**src/rtl/menu_nav_if.sv**
```systemverilog
// Button and display-side signals of the menu navigator.
// The bench or button logic is the master; menu_nav is the slave.
interface menu_nav_if #(
  parameter int NUM_BITS = 4
);
  logic                btn_up;
  logic                btn_down;
  logic                btn_sel;
  logic [NUM_BITS-1:0] top_choice;
  logic [NUM_BITS-1:0] choice;
  logic                sel_valid;
  logic [NUM_BITS-1:0] sel_choice;
  logic                at_top;
  logic                at_bottom;

  modport master (
    output btn_up,
    output btn_down,
    output btn_sel,
    output top_choice,
    input  choice,
    input  sel_valid,
    input  sel_choice,
    input  at_top,
    input  at_bottom
  );

  modport slave (
    input  btn_up,
    input  btn_down,
    input  btn_sel,
    input  top_choice,
    output choice,
    output sel_valid,
    output sel_choice,
    output at_top,
    output at_bottom
  );
endinterface

```
**src/rtl/menu_nav.sv**
```systemverilog
// Menu choice navigator: up/down stepping with wrap or saturate,
// hold-to-auto-repeat, runtime top clamp and a select strobe.
module menu_nav #(
  parameter int NUM_BITS      = 4,
  parameter int BOTTOM_CHOICE = 0,
  parameter int WRAP          = 1,
  parameter int HOLD_CYCLES   = 16,
  parameter int REPEAT_CYCLES = 4
) (
  input  logic      clk_in,
  input  logic      rst_in,
  menu_nav_if.slave bus
);

  localparam logic [NUM_BITS-1:0] BOT =
    NUM_BITS'(BOTTOM_CHOICE);
  localparam logic [NUM_BITS-1:0] ONE =
    NUM_BITS'(1);
  localparam int MAXC =
    (HOLD_CYCLES > REPEAT_CYCLES) ?
    HOLD_CYCLES : REPEAT_CYCLES;
  localparam int CW =
    (MAXC > 1) ? $clog2(MAXC) : 1;
  localparam logic [CW-1:0] HOLD_LD =
    CW'(HOLD_CYCLES - 1);
  localparam logic [CW-1:0] REP_LD =
    CW'(REPEAT_CYCLES - 1);

  typedef enum logic [1:0] {
    S_IDLE,
    S_HOLD,
    S_REPEAT
  } state_t;

  typedef enum logic [1:0] {
    D_NONE,
    D_UP,
    D_DOWN
  } dir_t;

  state_t              state;
  dir_t                held;
  logic [CW-1:0]       cnt;
  logic [NUM_BITS-1:0] choice_q;
  logic                sel_q;
  logic                sel_valid_q;
  logic [NUM_BITS-1:0] sel_choice_q;

  dir_t                dir;
  logic [NUM_BITS-1:0] eff_top;
  logic [NUM_BITS-1:0] up_val;
  logic [NUM_BITS-1:0] down_val;
  logic [NUM_BITS-1:0] step_val;
  logic                no_dir;
  logic                new_press;
  logic                tick;
  logic                clamp;
  logic                sel_rise;

  always_comb begin
    dir = D_NONE;
    if (bus.btn_up && !bus.btn_down)
      dir = D_UP;
    else if (bus.btn_down && !bus.btn_up)
      dir = D_DOWN;
  end

  always_comb begin
    eff_top = (bus.top_choice > BOT) ?
              bus.top_choice : BOT;
    up_val = BOT;
    if (choice_q > BOT)
      up_val = choice_q - ONE;
    else if (WRAP != 0)
      up_val = eff_top;
    down_val = eff_top;
    if (choice_q < eff_top)
      down_val = choice_q + ONE;
    else if (WRAP != 0)
      down_val = BOT;
    step_val = (dir == D_UP) ?
               up_val : down_val;
  end

  // A direction differing from the held one restarts the hold timer.
  always_comb begin
    no_dir    = (dir == D_NONE);
    new_press = !no_dir &&
                ((state == S_IDLE) ||
                 (dir != held));
    tick      = !no_dir && !new_press &&
                (cnt == '0);
    clamp     = (choice_q > eff_top);
    sel_rise  = bus.btn_sel && !sel_q;
  end

  always_ff @(posedge clk_in) begin
    if (!rst_in) begin
      state        <= S_IDLE;
      held         <= D_NONE;
      cnt          <= '0;
      choice_q     <= BOT;
      sel_q        <= 1'b0;
      sel_valid_q  <= 1'b0;
      sel_choice_q <= BOT;
    end else begin
      sel_q       <= bus.btn_sel;
      sel_valid_q <= sel_rise;
      if (sel_rise)
        sel_choice_q <= choice_q;

      unique case (1'b1)
        no_dir: begin
          state <= S_IDLE;
          held  <= D_NONE;
          cnt   <= '0;
        end
        new_press: begin
          choice_q <= step_val;
          state    <= S_HOLD;
          held     <= dir;
          cnt      <= HOLD_LD;
        end
        tick: begin
          choice_q <= step_val;
          state    <= S_REPEAT;
          cnt      <= REP_LD;
        end
        default: begin
          cnt <= cnt - 1'b1;
        end
      endcase

      // Clamp wins over a same-cycle step.
      if (clamp)
        choice_q <= eff_top;
    end
  end

  assign bus.choice     = choice_q;
  assign bus.sel_valid  = sel_valid_q;
  assign bus.sel_choice = sel_choice_q;
  assign bus.at_top     = (choice_q == eff_top);
  assign bus.at_bottom  = (choice_q == BOT);

endmodule

```
**src/flat_wrapper.sv**
```systemverilog
// flat-port wrapper written by rule: the top's interface ports become plain ports
module menu_nav_flat 
#(
  parameter int NUM_BITS      = 4,
  parameter int BOTTOM_CHOICE = 0,
  parameter int WRAP          = 1,
  parameter int HOLD_CYCLES   = 16,
  parameter int REPEAT_CYCLES = 4
)
  (clk_in, rst_in, bus_btn_up, bus_btn_down, bus_btn_sel, bus_top_choice, bus_choice, bus_sel_valid, bus_sel_choice, bus_at_top, bus_at_bottom);
  menu_nav_if #(.NUM_BITS(NUM_BITS)) bus_i ();
  input  logic clk_in;
  input  logic rst_in;
  input wire logic [$bits(bus_i.btn_up)-1:0] bus_btn_up;
  input wire logic [$bits(bus_i.btn_down)-1:0] bus_btn_down;
  input wire logic [$bits(bus_i.btn_sel)-1:0] bus_btn_sel;
  input wire logic [$bits(bus_i.top_choice)-1:0] bus_top_choice;
  output wire logic [$bits(bus_i.choice)-1:0] bus_choice;
  output wire logic [$bits(bus_i.sel_valid)-1:0] bus_sel_valid;
  output wire logic [$bits(bus_i.sel_choice)-1:0] bus_sel_choice;
  output wire logic [$bits(bus_i.at_top)-1:0] bus_at_top;
  output wire logic [$bits(bus_i.at_bottom)-1:0] bus_at_bottom;
  assign bus_i.btn_up = bus_btn_up;
  assign bus_i.btn_down = bus_btn_down;
  assign bus_i.btn_sel = bus_btn_sel;
  assign bus_i.top_choice = bus_top_choice;
  assign bus_choice = bus_i.choice;
  assign bus_sel_valid = bus_i.sel_valid;
  assign bus_sel_choice = bus_i.sel_choice;
  assign bus_at_top = bus_i.at_top;
  assign bus_at_bottom = bus_i.at_bottom;
  menu_nav #(.NUM_BITS(NUM_BITS), .BOTTOM_CHOICE(BOTTOM_CHOICE), .WRAP(WRAP), .HOLD_CYCLES(HOLD_CYCLES), .REPEAT_CYCLES(REPEAT_CYCLES)) u_core (.clk_in(clk_in), .rst_in(rst_in), .bus(bus_i));
endmodule
```
**config.mk**
```make
export PLATFORM = sky130hd
export DESIGN_NAME = menu_nav_flat
export DESIGN_NICKNAME = d
export VERILOG_FILES = /design/src/rtl/menu_nav_if.sv /design/src/rtl/menu_nav.sv /design/src/flat_wrapper.sv
export SDC_FILE = /design/constraint.sdc
export NUM_CORES = 1
export LEC_CHECK = 0
export ABC_CLOCK_PERIOD_IN_PS = 5700
export CAP_MARGIN = 10
export CORE_MARGIN = 5
export CORE_UTILIZATION = 45
export CTS_CLUSTER_DIAMETER = 30
export DETAILED_ROUTE_END_ITERATION = 6
export PLACE_DENSITY = 0.76
export SYNTH_ARGS = -nofsm -noshare
export SYNTH_HDL_FRONTEND = slang
export SYNTH_SLANG_ARGS = --single-unit
```
**constraint.sdc**
```tcl
create_clock -name clk_in -period 5.7 [get_ports clk_in]
set_clock_uncertainty 0.1 [all_clocks]
set_input_delay 0.855 -clock clk_in [delete_from_list [all_inputs] [get_ports clk_in]]
set_output_delay 0.855 -clock clk_in [all_outputs]
set_load 0.03 [all_outputs]
```
# == Word level (Yosys, flattened, before mapping) ==
# Cells that the tools add are included.
# word_totals
regBits,18
in_bits,9
output_inout_bits,11
wordCells,48
# classes
addsub,3
magnitude_cmp,4
eq_ne,3
muxes,11
reduce_logical,20
# ops
op,count
$mux W4,6
$pmux W4 S3,1
$gt A4 B1 Y1 const B,2
$logic_not A4 Y1,2
$sub A4 B1 Y4 const B,2
$logic_and A1 B1 Y1,6
$pmux W2 S3,1
$logic_not A1 Y1,5
$add A4 B1 Y4 const B,1
$eq A4 B4 Y1,1
$gt A4 B4 Y1,1
$logic_not A2 Y1,2
$lt A4 B4 Y1,1
$mux W2,2
$pmux W2 S2,1
$reduce_bool A2 Y1,2
$reduce_bool A3 Y1,1
$eq A2 B1 Y1 const B,1
$ne A2 B2 Y1,1
$reduce_or A2 Y1,1
$logic_or A1 B1 Y1,1

# == Depth between registers and ports, before layout ==
# logic_depth
ltp_word,13
ltp_mapped,7
mapped_depth_nobuf,7

# == Least setup slack after synthesis ==
# No wires, ideal clock.
# synth_timing
kind,input-to-output
from,input port bus_top_choice[3]
to,output port bus_at_top
arrival_ns,1.717
required_ns,4.745
setup_slack_ns,3.028
stages,4
cell_sequence,inv_1 ha_1 and4_1 clkbuf_1
# synth_between
elab_chain_len,3
# synth_rtl
item,line_no,rtl
start: declaration,flat_wrapper.sv:17,input wire logic [$bits(bus_i.top_choice)-1:0] bus_top_choice;
$gt A4 B1 Y1,menu_nav.sv:69,eff_top = (bus.top_choice > BOT) ?
$mux W4 (*),menu_nav.sv:69,
$eq A4 B4 Y1 (*),menu_nav.sv:143,assign bus.at_top = (choice_q == eff_top);
end: declaration,flat_wrapper.sv:21,output wire logic [$bits(bus_i.at_top)-1:0] bus_at_top;
# Mark *: on every way between the ends. The rest lies on a longest branch, timed or not.

# == Worst setup path in the final report ==
# Ends and elaborated chain as after synthesis.

==> results.ini <==
[power_and_ir_drop]
clkPwrFrac_pct=14.4
total_power_uw=558
switchingPower_uw=247
p_per_area_nw_per_um2=439
netSwitchingFraction_pct=44.2
combPwrFrac_pct=52.4
intPower_uw=312
p_leak_nw=0.572
seqPwrFrac_pct=33.2
max-vdd-ir-drop_mv=0.341

[logic_synthesis]
synth_cell_types=34
synthSimpleGateAreaFrac_pct=19.9
syn_area_um2=1030
synthAdderAreaFrac_pct=12.2
syn_nets=141
avgSynthCellArea_um2=8.41
synth_xor_area_share_pct=4.27
synth_seq_cells=18
syn_inst=122
yosys_warnings=0
synth_top_family_by_area=simple AND/OR/NAND/NOR gates
synth_mux_area_share_pct=3.90
synth-compound-area-share_pct=18.4
ys_seq_area_share_pct=35.1

[worst_setup_path]
cpMaxStageDelayCell=clkdlybuf4s50_1
path_buf_inv=3
cp_data_arrival_time_ps=2680
end_kind=primary output
cp-start-kind=input pin
criticalPathCategory=in -> out
cp_max_fo=5
crit_required_ps=4740
crit_top_cell=clkdlybuf4s50_1
crit_family=buffers and inverters
critPathMaxStageDelay_ps=700
crit_path_cell_trace=clkdlybuf4s50_1 -> inv_1 -> ha_1 -> and4_1 -> clkdlybuf4s50_1

[timing]
post-route-period-util_pct=63.8
fmax_mhz=275
grt_setup_unrepaired=false
hold_viol_final=0
worst_pin_slew_ps=585
setup_viol=0
whs_ps=307
min_period_ps=3640
timing.slew.headroom_pct=60.7
totalNegativeSetupSlack_ps=0
fin_ws_ps=2060
slew_viol_final=0

[place]
hpwl_um=1690
place_ws_ps=2070
dpl-instance-area_um2=1240
portBuffers=19
place.gp.congestion=0.866
dp_cells=165

[drt]
drtIter0Drc=13
drt_pass1_iterations=4
ant_nets=0
num_vias=919
via_per_inst=5.44
wl_per_cell_um=12.7
wirelength_um=2140
drc=0

[die]
core_area_um2=2190
io_pins=20
initial_core_util_pct=46.8
core.rowCount=17
die_x_um=57.8
die-area_um2=3340
die_h_um=57.8

[global_routing]
grt_pass1_wl_um=3840
first_global_vias=958
grt_start_max_net_pins=11
grt-ovfl-total=0
grt_use_total_pct=14.5
antenna_found_initial=0

[status]
outcome=completed

[final_layout]
drive_above_1_share_pct=5.67
mostFrequentLayoutCell=clkdlybuf4s50_1
final_util_pct=58.1
fin_cells=169
final_cell_mix=clkdlybuf4s50_1, dfxtp_1, inv_1, nor2_1
num_antenna_cells=0
finalNetCount=161
final_area_um2=1270
area_growth_pct=24.0

[clock_network]
cts_setup_buffers=0
cts.htree.levels=1
cts_inserted_buffers=3
cts_root_buf=clkbuf_4
clockBufferDepth=2
ctsHoldBuffers=0
insertion_delay_ps=300
postCtsResizedCells=0
tritoncts=yes
clock_sinks=18
path_clk_slew_ps=100

[flow_run]
cap_viol_max_count=0

[worst_hold_path]
min-delay-path-class=reg -> reg

[final timing paths]
check                           cells past startpoint  slack [ps]                   end            startpoint
worst max-delay path                                5        2060            bus_at_top     bus_top_choice[3]
worst min-delay path                                1         310  u_core.bus.sel_valid          u_core.sel_q
worst max register to register                      6        3360  u_core.bus.choice[3]  u_core.bus.choice[2]
worst min register to register                      1         310  u_core.bus.sel_valid          u_core.sel_q
[per-layer routing]
metal | GRT usage (%) | routed length [µm]
met1 | 16.6 | 1000
met3 | 4.23 | 103
met2 | 24.5 | 1000
met5 | 0 | 0
met4 | 7.28 | 35
[cell families after synthesis]
kind of cell / after synthesis
xor+xnor: 5
mux: 4
compound gates: 27
fa+ha+maj: 10
flops: 18
simple gates: 41
buf+inv: 17
[power by group through the flow]
| stage | combinational (mW) | clock [mW] | sequential [mW] |
|---|---|---|---|
| finish | 0.292 | 0.0804 | 0.186 |
| global route | 0.325 | 0.0886 | 0.191 |
| CTS | 0.293 | 0.0835 | 0.185 |
| detailed placement | 0.292 | 0 | 0.188 |
| global placement | 0.288 | 0 | 0.187 |
| floorplan | 0.175 | 0 | 0.209 |
[flip-flops by register name, indices dropped and copies added, names as in the netlist]
| name | cells |
|---|---|
| u_core.cnt | 4 |
| u_core.state | 2 |
| u_core.bus.sel_choice | 4 |
| u_core.bus.sel_valid | 1 |
| u_core.sel_q | 1 |
| u_core.bus.choice | 4 |
| u_core.held | 2 |
[cell type report]
class | count | area [µm²]
Fill cell | 199 | 918
Multi-Input combinational cell | 87 | 602
Sequential cell | 18 | 360
Timing Repair Buffer | 19 | 190
Inverter | 13 | 48.8
Clock buffer | 4 | 36.3
Tap cell | 28 | 35.0
[Yosys cell counts]
cell	instances	share of area [%]
dfxtp_1	18	35
inv_1	13	4.8
nor2_1	13	4.8
a21oi_1	10	4.9
ha_1	10	12
nand2_1	8	2.9
o21ai_0	5	2.4
clkbuf_1	4	1.5
mux2i_1	4	3.9
nor3_1	4	2.0
xor2_1	4	3.4
nand3_1	3	1.5
a31oi_1	2	1.2
nor2b_1	2	1.2
nor3b_1	2	1.5
or3_1	2	1.2
a2111oi_2	1	1.5
a211oi_2	1	1.2
a21o_1	1	0.73
a311o_1	1	0.98
a311oi_1	1	0.85
and2_1	1	0.61
and3_1	1	0.61
and4_1	1	0.85
and4b_1	1	0.98
nand2b_1	1	0.61
nor4_1	1	0.61
o211ai_2	1	1.2
o221ai_1	1	0.85
o22ai_1	1	0.61
o311ai_0	1	0.85
o41a_1	1	1.1
or2_2	1	0.61
xnor2_1	1	0.85
No activity file was read; power rests on OpenSTA's default activity.
